<file path="src/rtl/penalty_referee_pkg.sv">
// Shared definitions for the penalty referee.
//   state_t  : FSM state encoding (3-bit, IDLE..DONE)
//   WIN_*    : winner output codes
//   N3 / N5  : regulation kick counts per team
package penalty_referee_pkg;

  typedef enum logic [2:0] {
    S_IDLE  = 3'd0,
    S_REG_A = 3'd1,
    S_REG_B = 3'd2,
    S_SD_A  = 3'd3,
    S_SD_B  = 3'd4,
    S_DONE  = 3'd5
  } state_t;

  localparam logic [1:0] WIN_NONE  = 2'b00;
  localparam logic [1:0] WIN_A     = 2'b01;
  localparam logic [1:0] WIN_B     = 2'b10;
  localparam logic [1:0] WIN_ABORT = 2'b11;

  localparam int unsigned N3 = 3;
  localparam int unsigned N5 = 5;

endpackage

</file>
<file path="src/rtl/referee_decide.sv">
// Combinational match-decision logic, evaluated on post-kick values.
// Ports:
//   score_a/score_b  : post-kick goal counts
//   kicks_a/kicks_b  : post-kick regulation kick counts
//   n_reg            : regulation length (3 or 5)
//   sd_round         : 1 = end of a sudden-death round, 0 = regulation kick
//   done_next        : match is decided by this kick
//   winner_next      : winner code to register when done_next is set
//   go_sudden        : regulation ended level, enter sudden death
module referee_decide
  import penalty_referee_pkg::*;
#(
  parameter int unsigned SCORE_W = 4,
  parameter int unsigned KICK_W  = 3
) (
  input  logic [SCORE_W-1:0] score_a,
  input  logic [SCORE_W-1:0] score_b,
  input  logic [KICK_W-1:0]  kicks_a,
  input  logic [KICK_W-1:0]  kicks_b,
  input  logic [KICK_W-1:0]  n_reg,
  input  logic               sd_round,
  output logic               done_next,
  output logic [1:0]         winner_next,
  output logic               go_sudden
);

  // Extended width so score + remaining kicks cannot overflow.
  localparam int unsigned EW = ((SCORE_W > KICK_W) ? SCORE_W : KICK_W) + 2;

  logic [EW-1:0] sa;
  logic [EW-1:0] sb;
  logic [EW-1:0] rem_a;
  logic [EW-1:0] rem_b;

  always_comb begin
    sa          = EW'(score_a);
    sb          = EW'(score_b);
    rem_a       = EW'(n_reg) - EW'(kicks_a);
    rem_b       = EW'(n_reg) - EW'(kicks_b);
    done_next   = 1'b0;
    winner_next = WIN_NONE;
    go_sudden   = 1'b0;
    if (sd_round) begin
      if (score_a > score_b) begin
        done_next   = 1'b1;
        winner_next = WIN_A;
      end else if (score_b > score_a) begin
        done_next   = 1'b1;
        winner_next = WIN_B;
      end else if (score_a == '1) begin
        // Both saturated and level: no further kick can separate them.
        done_next   = 1'b1;
        winner_next = WIN_ABORT;
      end
    end else begin
      if (sa > sb + rem_b) begin
        done_next   = 1'b1;
        winner_next = WIN_A;
      end else if (sb > sa + rem_a) begin
        done_next   = 1'b1;
        winner_next = WIN_B;
      end else if (kicks_a == n_reg && kicks_b == n_reg) begin
        // With no kicks remaining and no early finish, scores are level.
        go_sudden = 1'b1;
      end
    end
  end

endmodule

</file>
<file path="src/rtl/penalty_referee.sv">
// Penalty shoot-out referee: counts kicks and goals for two alternating
// teams, finishes early once decided, runs sudden death after a tie.
// Ports:
//   clk, rst          : clock, synchronous active-high reset
//   start, mode5      : begin/restart pulse; 5 (1) or 3 (0) regulation kicks
//   kick_valid, goal  : one resolved kick and whether it scored
//   turn              : team to kick next (0 = A, 1 = B)
//   kicks_a/kicks_b   : regulation kicks taken
//   score_a/score_b   : goals (saturating)
//   sudden, done      : sudden-death flag, match-decided level
//   winner            : 00 none, 01 A, 10 B, 11 abort
module penalty_referee
  import penalty_referee_pkg::*;
#(
  parameter int unsigned SCORE_W = 4,
  parameter int unsigned KICK_W  = 3
) (
  input  logic               clk,
  input  logic               rst,
  input  logic               start,
  input  logic               mode5,
  input  logic               kick_valid,
  input  logic               goal,
  output logic               turn,
  output logic [KICK_W-1:0]  kicks_a,
  output logic [KICK_W-1:0]  kicks_b,
  output logic [SCORE_W-1:0] score_a,
  output logic [SCORE_W-1:0] score_b,
  output logic               sudden,
  output logic               done,
  output logic [1:0]         winner
);

  state_t             state, state_n;
  logic [KICK_W-1:0]  n_reg, n_reg_n;
  logic               turn_n;
  logic [KICK_W-1:0]  kicks_a_n, kicks_b_n;
  logic [SCORE_W-1:0] score_a_n, score_b_n;
  logic               sudden_n, done_n;
  logic [1:0]         winner_n;

  // Post-kick values fed to the decision logic.
  logic [KICK_W-1:0]  post_ka, post_kb;
  logic [SCORE_W-1:0] post_sa, post_sb;
  logic               dec_done, dec_sudden;
  logic [1:0]         dec_winner;

  always_comb begin
    post_ka = kicks_a;
    post_kb = kicks_b;
    post_sa = score_a;
    post_sb = score_b;
    if (kick_valid) begin
      if (state == S_REG_A) post_ka = kicks_a + KICK_W'(1);
      if (state == S_REG_B) post_kb = kicks_b + KICK_W'(1);
      if (goal && (state == S_REG_A || state == S_SD_A) && score_a != '1)
        post_sa = score_a + SCORE_W'(1);
      if (goal && (state == S_REG_B || state == S_SD_B) && score_b != '1)
        post_sb = score_b + SCORE_W'(1);
    end
  end

  referee_decide #(
    .SCORE_W (SCORE_W),
    .KICK_W  (KICK_W)
  ) u_decide (
    .score_a     (post_sa),
    .score_b     (post_sb),
    .kicks_a     (post_ka),
    .kicks_b     (post_kb),
    .n_reg       (n_reg),
    .sd_round    (state == S_SD_B),
    .done_next   (dec_done),
    .winner_next (dec_winner),
    .go_sudden   (dec_sudden)
  );

  always_comb begin
    state_n   = state;
    n_reg_n   = n_reg;
    turn_n    = turn;
    kicks_a_n = kicks_a;
    kicks_b_n = kicks_b;
    score_a_n = score_a;
    score_b_n = score_b;
    sudden_n  = sudden;
    done_n    = done;
    winner_n  = winner;
    if (start) begin
      // Restart from any state; a coincident kick is dropped.
      state_n   = S_REG_A;
      n_reg_n   = mode5 ? KICK_W'(N5) : KICK_W'(N3);
      turn_n    = 1'b0;
      kicks_a_n = '0;
      kicks_b_n = '0;
      score_a_n = '0;
      score_b_n = '0;
      sudden_n  = 1'b0;
      done_n    = 1'b0;
      winner_n  = WIN_NONE;
    end else if (kick_valid) begin
      unique case (state)
        S_REG_A, S_REG_B: begin
          kicks_a_n = post_ka;
          kicks_b_n = post_kb;
          score_a_n = post_sa;
          score_b_n = post_sb;
          turn_n    = ~turn;
          if (dec_done) begin
            state_n  = S_DONE;
            done_n   = 1'b1;
            winner_n = dec_winner;
          end else if (dec_sudden) begin
            state_n  = S_SD_A;
            sudden_n = 1'b1;
          end else begin
            state_n = (state == S_REG_A) ? S_REG_B : S_REG_A;
          end
        end
        S_SD_A: begin
          score_a_n = post_sa;
          turn_n    = 1'b1;
          state_n   = S_SD_B;
        end
        S_SD_B: begin
          score_b_n = post_sb;
          turn_n    = 1'b0;
          if (dec_done) begin
            state_n  = S_DONE;
            sudden_n = 1'b0;
            done_n   = 1'b1;
            winner_n = dec_winner;
          end else begin
            state_n = S_SD_A;
          end
        end
        default: ;  // IDLE and DONE ignore kicks
      endcase
    end
  end

  always_ff @(posedge clk) begin
    if (rst) begin
      state   <= S_IDLE;
      n_reg   <= '0;
      turn    <= 1'b0;
      kicks_a <= '0;
      kicks_b <= '0;
      score_a <= '0;
      score_b <= '0;
      sudden  <= 1'b0;
      done    <= 1'b0;
      winner  <= WIN_NONE;
    end else begin
      state   <= state_n;
      n_reg   <= n_reg_n;
      turn    <= turn_n;
      kicks_a <= kicks_a_n;
      kicks_b <= kicks_b_n;
      score_a <= score_a_n;
      score_b <= score_b_n;
      sudden  <= sudden_n;
      done    <= done_n;
      winner  <= winner_n;
    end
  end

endmodule
</file>
<file path="config.mk">
export PLATFORM = sky130hd
export DESIGN_NAME = penalty_referee
export DESIGN_NICKNAME = d
export VERILOG_FILES = /design/src/rtl/penalty_referee_pkg.sv /design/src/rtl/referee_decide.sv /design/src/rtl/penalty_referee.sv
export SDC_FILE = /design/constraint.sdc
export NUM_CORES = 1
export LEC_CHECK = 0
export ABC_AREA = 1
export ABC_CLOCK_PERIOD_IN_PS = 6600
export BUFFER_PORTS_ARGS = -buffer_cell sky130_fd_sc_hd__buf_4
export CORE_MARGIN = 2
export CORE_UTILIZATION = 27
export CTS_BUF_LIST = sky130_fd_sc_hd__clkbuf_8 sky130_fd_sc_hd__clkbuf_16
export DETAILED_ROUTE_END_ITERATION = 8
export PLACE_DENSITY = 0.43
export SLEW_MARGIN = 30
export SYNTH_ARGS = -nofsm -noshare
export SYNTH_HDL_FRONTEND = slang
export SYNTH_SLANG_ARGS = --single-unit
</file>
<file path="constraint.sdc">
create_clock -name clk -period 6.6 [get_ports clk]
set_clock_uncertainty 0.2 [all_clocks]
set_input_delay 0.33 -clock clk [delete_from_list [all_inputs] [get_ports clk]]
set_output_delay 0.33 -clock clk [all_outputs]
set_load 0.02 [all_outputs]
</file>
; Word level (Yosys, flattened, before mapping)
; Cells that the tools add are included.
[classes]
addsub = 8
order_cmp = 4
n_eq_ne = 12
muxes = 37
n_bitwise = 1
reduce_logical = 22
[op_table]
columns = op, count
row1 = $mux 3, 7
row2 = $mux 2, 8
row3 = $mux 4, 4
row4 = $mux 1, 15
row5 = $add 4x6->6, 2
row6 = $gt 4x6->1, 2
row7 = $reduce_and 2->1, 5
row8 = $pmux 3 s3, 1
row9 = $add 4x1->4 const B, 2
row10 = $gt 4x4->1, 2
row11 = $ne 4x4->1 const B, 2
row12 = $sub 3x3->4, 2
row13 = $add 3x1->3 const B, 2
row14 = $eq 3x2->1 const B, 2
row15 = $eq 3x3->1, 2
row16 = $ne 2x2->1 const B, 3
row17 = $reduce_or 3->1, 2
row18 = $logic_and 1x1->1, 5
row19 = $reduce_and 5->1, 1
row20 = $eq 4x4->1 const B, 1
row21 = $reduce_bool 2->1, 2
row22 = $reduce_bool 4->1, 1
row23 = $reduce_or 2->1, 2
row24 = $eq 3x1->1 const B, 1
row25 = other kinds (7), 8
[totals]
regBits = 25
inputBits = 6
output_inout_bits = 19
elab_cells = 95

; Depth between registers and ports, before layout
[depth]
word_depth = 16
mapped_depth = 29
ltp_nobuf = 29

; Cells and area by module
; From an unflattened synthesis, not the netlist that was laid out.
[unflattened]
hier_cells = 358
hier_area_um2 = 2314.7
[modules_own_cells]
columns = module, instances, cells_each, area_per_inst_um2, seq_area_each_um2
row1 = penalty_referee, 1, 193, 1280.0, 500.5
row2 = referee_decide, 1, 165, 1034.7, 0.0

; Least setup slack after synthesis
; Ideal clock, no wire load.
[synth_path]
kind = register to register
startpoint = register state[0]
endpoint = register done
setup_time_ns = 0.115
arrival_ns = 3.580
t_required_ns = 6.285
setup_slack_ns = 2.705
path_stages_with_launch = 25
path_buffers = 0
period_less_slack_ns = 3.895
path_cell_list = dfxtp_1 nand2_4 nor2_1 inv_1 nor2_1 inv_1 o21ai_0 inv_1 fa_1 xnor2_1 ha_1 nand2_1 nand2_1 a31oi_1 xor2_1 ha_1 nand2_1 inv_1 nand2_1 a21oi_1 nand3_1 nand3_1 nand3_2 inv_2 o21a_1
[synth_between]
word_cells_on_any_way = 35
classes_between = 4 x add/sub / 4 x order compare / 5 x eq/ne / 14 x mux / 8 x reduce/logical
[synth_rtl]
columns = element, line
row1 = "start, declared", penalty_referee.sv:34  ; state_t state, state_n;
row2 = "start signal, assigned", penalty_referee.sv:155  ; state <= state_n;
row3 = $eq 3x1->1, penalty_referee.sv:54  ; if (state == S_REG_A) post_ka = kicks_a + KICK_W'(1);
row4 = $mux 3, penalty_referee.sv:54
row5 = $mux 3, penalty_referee.sv:53  ; if (kick_valid) begin
row6 = via post_ka[1], penalty_referee.sv:43  ; logic [KICK_W-1:0] post_ka, post_kb;
row7 = $sub 3x3->4, referee_decide.sv:38  ; rem_a = EW'(n_reg) - EW'(kicks_a);
row8 = $add 4x6->6, referee_decide.sv:59  ; end else if (sb > sa + rem_a) begin
row9 = $gt 4x6->1, referee_decide.sv:59
row10 = $mux 1, referee_decide.sv:59
row11 = $mux 1, referee_decide.sv:56  ; if (sa > sb + rem_b) begin
row12 = $mux 1, referee_decide.sv:43  ; if (sd_round) begin
row13 = $reduce_and 3->1 (no line), -
row14 = "end signal, assigned", penalty_referee.sv:163  ; done <= done_n;
row15 = "end, declared", penalty_referee.sv:30  ; output logic done,
; The timed path passes the listed nets, and every way through them passes these cells.
; A chain may end at the register's enable or synchronous reset.

; Worst setup path in the final report
[layout_path]
startpoint = register state[0]
endpoint = register winner[1]
[layout_between]
word_cells_on_any_way = 41
classes_between = 4 x add/sub / 4 x order compare / 5 x eq/ne / 20 x mux / 8 x reduce/logical
[layout_rtl]
columns = element, line
row1 = $eq 3x1->1 *, penalty_referee.sv:54
row2 = $mux 3 *, penalty_referee.sv:54
row3 = $mux 3 *, penalty_referee.sv:53
row4 = via post_ka[1], penalty_referee.sv:43
row5 = $sub 3x3->4 *, referee_decide.sv:38
row6 = $add 4x6->6 *, referee_decide.sv:59
row7 = $gt 4x6->1 *, referee_decide.sv:59
row8 = $mux 1, referee_decide.sv:59
row9 = $mux 1, referee_decide.sv:56
row10 = $mux 1, referee_decide.sv:43
row11 = $reduce_and 3->1 (no line), -
row12 = "end signal, assigned", penalty_referee.sv:164  ; winner <= winner_n;
row13 = "end, declared", penalty_referee.sv:31  ; output logic [1:0] winner
; The timed path passes the listed nets; every way through them passes the cells marked *.

==> impl_metrics.yaml <==
outcome:
  status: "complete, no violations"
clock_network:
  clockBufferDepth: 2
  clock_sinks: 25
  cts_setup_buffers: 0
  htree_levels: 1
  clkLatencyLatePin_ns: 0.27
  numCtsBuffers: 3
  clk_pin_slew_ns: 0.10
  cts.repair.resized: 0
  cts_tree: "done"
  cts-root-buf: "clkbuf_8"
  hold_buffers: 0
synth:
  ys_seq_area_frac: 0.2193
  syn-num-nets: 372
  synth_cell_types: 36
  ys_ff_latch: 25
  syn_inst: 330
  syn_area_mm2: 0.002282
  syn_avg_cell_area_um2: 6.916
  ys_warn_count: 0
global_routing:
  grt_pass1_vias: 1894
  gr-total-overflow: 0
  grt_max_degree: 19
  track_usage: 0.1236
  grt_pass1_wl_mm: 8.887
  antenna_found_initial: 0
sta:
  tightest_slew_ns: 0.6066
  finalCriticalPeriod_ns: 4.459
  drv_slew: 0
  tns_ns: 0
  max_freq_mhz: 224.3
  setup_viol: 0
  maxSlewHeadroom: 0.5931
  hold_viol: 0
  fin_crit_sh: 0.6756
  fin_ws_ns: 2.141
  grt_setup_unrepaired: "false"
detailed_routing:
  vias: 1989
  wirelength_mm: 5.164
  post_drt_via_cell_ratio: 4.305
  drt_iter0_drc: 54
  first_pass_iters: 4
  drtAntennaViolNets: 0
  drc: 0
  wire_per_inst_um: 11.18
die:
  core_mm2: 0.008217
  ioPinCount: 25
  start_util: 0.2778
  die_h_um: 95.94
  die_area_mm2: 0.009204
  die_width_um: 95.94
  row_count: 33
power:
  peakVddDrop_uv: 67.82
  combPwrFrac: 0.318
  power.net_switching_mw: 0.1319
  p_leak_nw: 1.402
  p_clk_frac: 0.261
  p_per_area_mw_per_mm2: 141.6
  sequentialPowerShare: 0.422
  p_sw_frac: 0.3531
  p_int_mw: 0.2418
setup_path:
  r2r_end: "winner[1]"
  reg2reg_depth: 25
  crit_arrival_ns: 4.45
  crit_path_end_kind: "register"
  critPathLaunchType: "register"
  crit_type: "register to register"
  reg2reg_slack_ns: 2.14
  crit_path_max_fanout: 6
  timing.rr.start: "state[0]"
  endpoint: "winner[1]"
  cp.required_ns: 6.59
  startpoint: "state[0]"
placement:
  portBuffers: 24
  pre_cts_ws_ns: 2.152
  gp_congestion: 0.8253
  hpwl_mm: 4.368
worst_hold_path:
  holdCritPathClass: "input pin to register"
  hp-start: "rst"
layout:
  reg.largest.list: "score_a x4, score_b x4"
  drive_gt1_frac: 0.1737
  syn2layout_area_growth_pct: 15.62
  antenna_cells: 0
  fillers: 901
  final_nets: 400
flow_run:
  cap_violations: 0
## worst min-delay path by stage
stage	to	slack, ns	cells after the start
after floorplan	n_reg[0]	0.20	1
after global placement	done	0.26	1
after detailed placement	done	0.26	1
after CTS	n_reg[0]	0.04	2
after global routing	n_reg[0]	0.04	2
final	n_reg[0]	0.05	2
## cells in the mapped netlist (all sizes together)
library cell | count | area [um2]
ha | 32 | 400.4
o21a | 2 | 15.01
fa | 4 | 80.08
nand3b | 2 | 15.01
or2 | 5 | 31.28
xnor2 | 5 | 43.79
nand4 | 4 | 25.02
nor3 | 2 | 15.01
nor2 | 40 | 181.4
a21oi | 17 | 92.59
dfxtp | 25 | 500.5
inv | 65 | 244.0
o22ai | 1 | 6.260
and2 | 1 | 6.260
xor2 | 5 | 51.30
clkbuf | 1 | 3.750
nand3 | 18 | 112.6
o21ai | 11 | 62.56
clkinv | 1 | 3.750
o211a | 1 | 10.01
nand2 | 85 | 356.6
nor4 | 1 | 6.260
a31oi | 2 | 18.77
## cells by family after synthesis
kind of cell / count (synthesis) / synth area share
AOI/OAI and AO/OA: 34 / 0.08991
buffers and inverters: 67 / 0.1102
adders and majority gates: 36 / 0.2105
and+or+nand+nor: 158 / 0.3284
DFF: 25 / 0.2193
xor gates and xnor gates: 10 / 0.04167
## final cells by class
type                       count  area [um2]  share of cell area
inverter                      66       247.7             0.09388
multi-input combinational    238        1530              0.5799
timing repair buffer          24       180.2             0.06828
tap                          105       131.4             0.04979
sequential                    25       500.5              0.1897
clock buffer                   3       41.29             0.01565
clock inverter                 1       7.507            0.002845
## worst max-delay path: stages, from the launching register on
cell and delay [ns]:
dfxtp_1 0.43, nand2_4 0.11, nor2_1 0.16, inv_1 0.09, nor2_1 0.18, inv_1 0.09
o21ai_0 0.30, inv_1 0.11, fa_1 0.42, xnor2_1 0.15, ha_1 0.38, nand2_1 0.10
nand2_1 0.06, a31oi_1 0.17, xor2_1 0.09, ha_1 0.30, nand2_1 0.07, inv_1 0.05
nand2_1 0.05, a21oi_1 0.15, nand3_1 0.17, nand3_1 0.19, nand3_2 0.12, inv_2 0.08
nand2_1 0.05, a21oi_1 0.12
## per-stage QoR
| stage | area (um2) | total power, mW | std cells | util | hold slack (ns) |
|---|---|---|---|---|---|
| finish | 2639 | 0.3737 | 462 | 0.3212 | 0.05380 |
| detailed placement | 2590 | 0.2812 | 458 | 0.3152 | 0.2647 |
| CTS | 2639 | 0.3834 | 462 | 0.3212 | 0.04141 |
| global placement | 2590 | 0.2818 | 458 | 0.3152 | 0.2619 |
| floorplan | 2282 | 0.2528 | 330 | - | 0.1991 |
| global route | 2639 | 0.4059 | 462 | 0.3212 | 0.04218 |
## layout by cell type (no fill, tap or decap), types with 2 or more instances in the layout
cell and n:
nand2_1 74, inv_1 62, nor2_1 35, ha_1 32
dfxtp_1 25, buf_4 24, nand3_1 15, a21oi_1 15
o21ai_0 9, nand2_2 9, or2_2 5, xnor2_1 5
xor2_1 4, nand4_1 4, fa_1 4, inv_2 3
nor2_2 3, clkbuf_8 3, nand2_4 2, nand3b_1 2
o21a_1 2, o21ai_2 2, a21oi_2 2, nand3_2 2
## metal layers
layer  global-route usage  vias to the layer above  part of all wire
li1                     -                     1083                 -
met1               0.1718                      891              0.52
met2               0.2028                       13              0.45
met3              0.01644                        2             0.021
met4              0.02857                        0            0.0058
met5                    0                        -                 0
## power groups by stage
stage / logic [mW] / clock network, mW / registers, mW
2_1_floorplan: 0.0909 / 0 / 0.162
3_3_place_gp: 0.120 / 0 / 0.161
3_5_place_dp: 0.120 / 0 / 0.161
4_1_cts: 0.121 / 0.105 / 0.158
5_1_grt: 0.139 / 0.108 / 0.158
6_report: 0.119 / 0.0974 / 0.158
No activity file was read; power rests on OpenSTA's default activity.
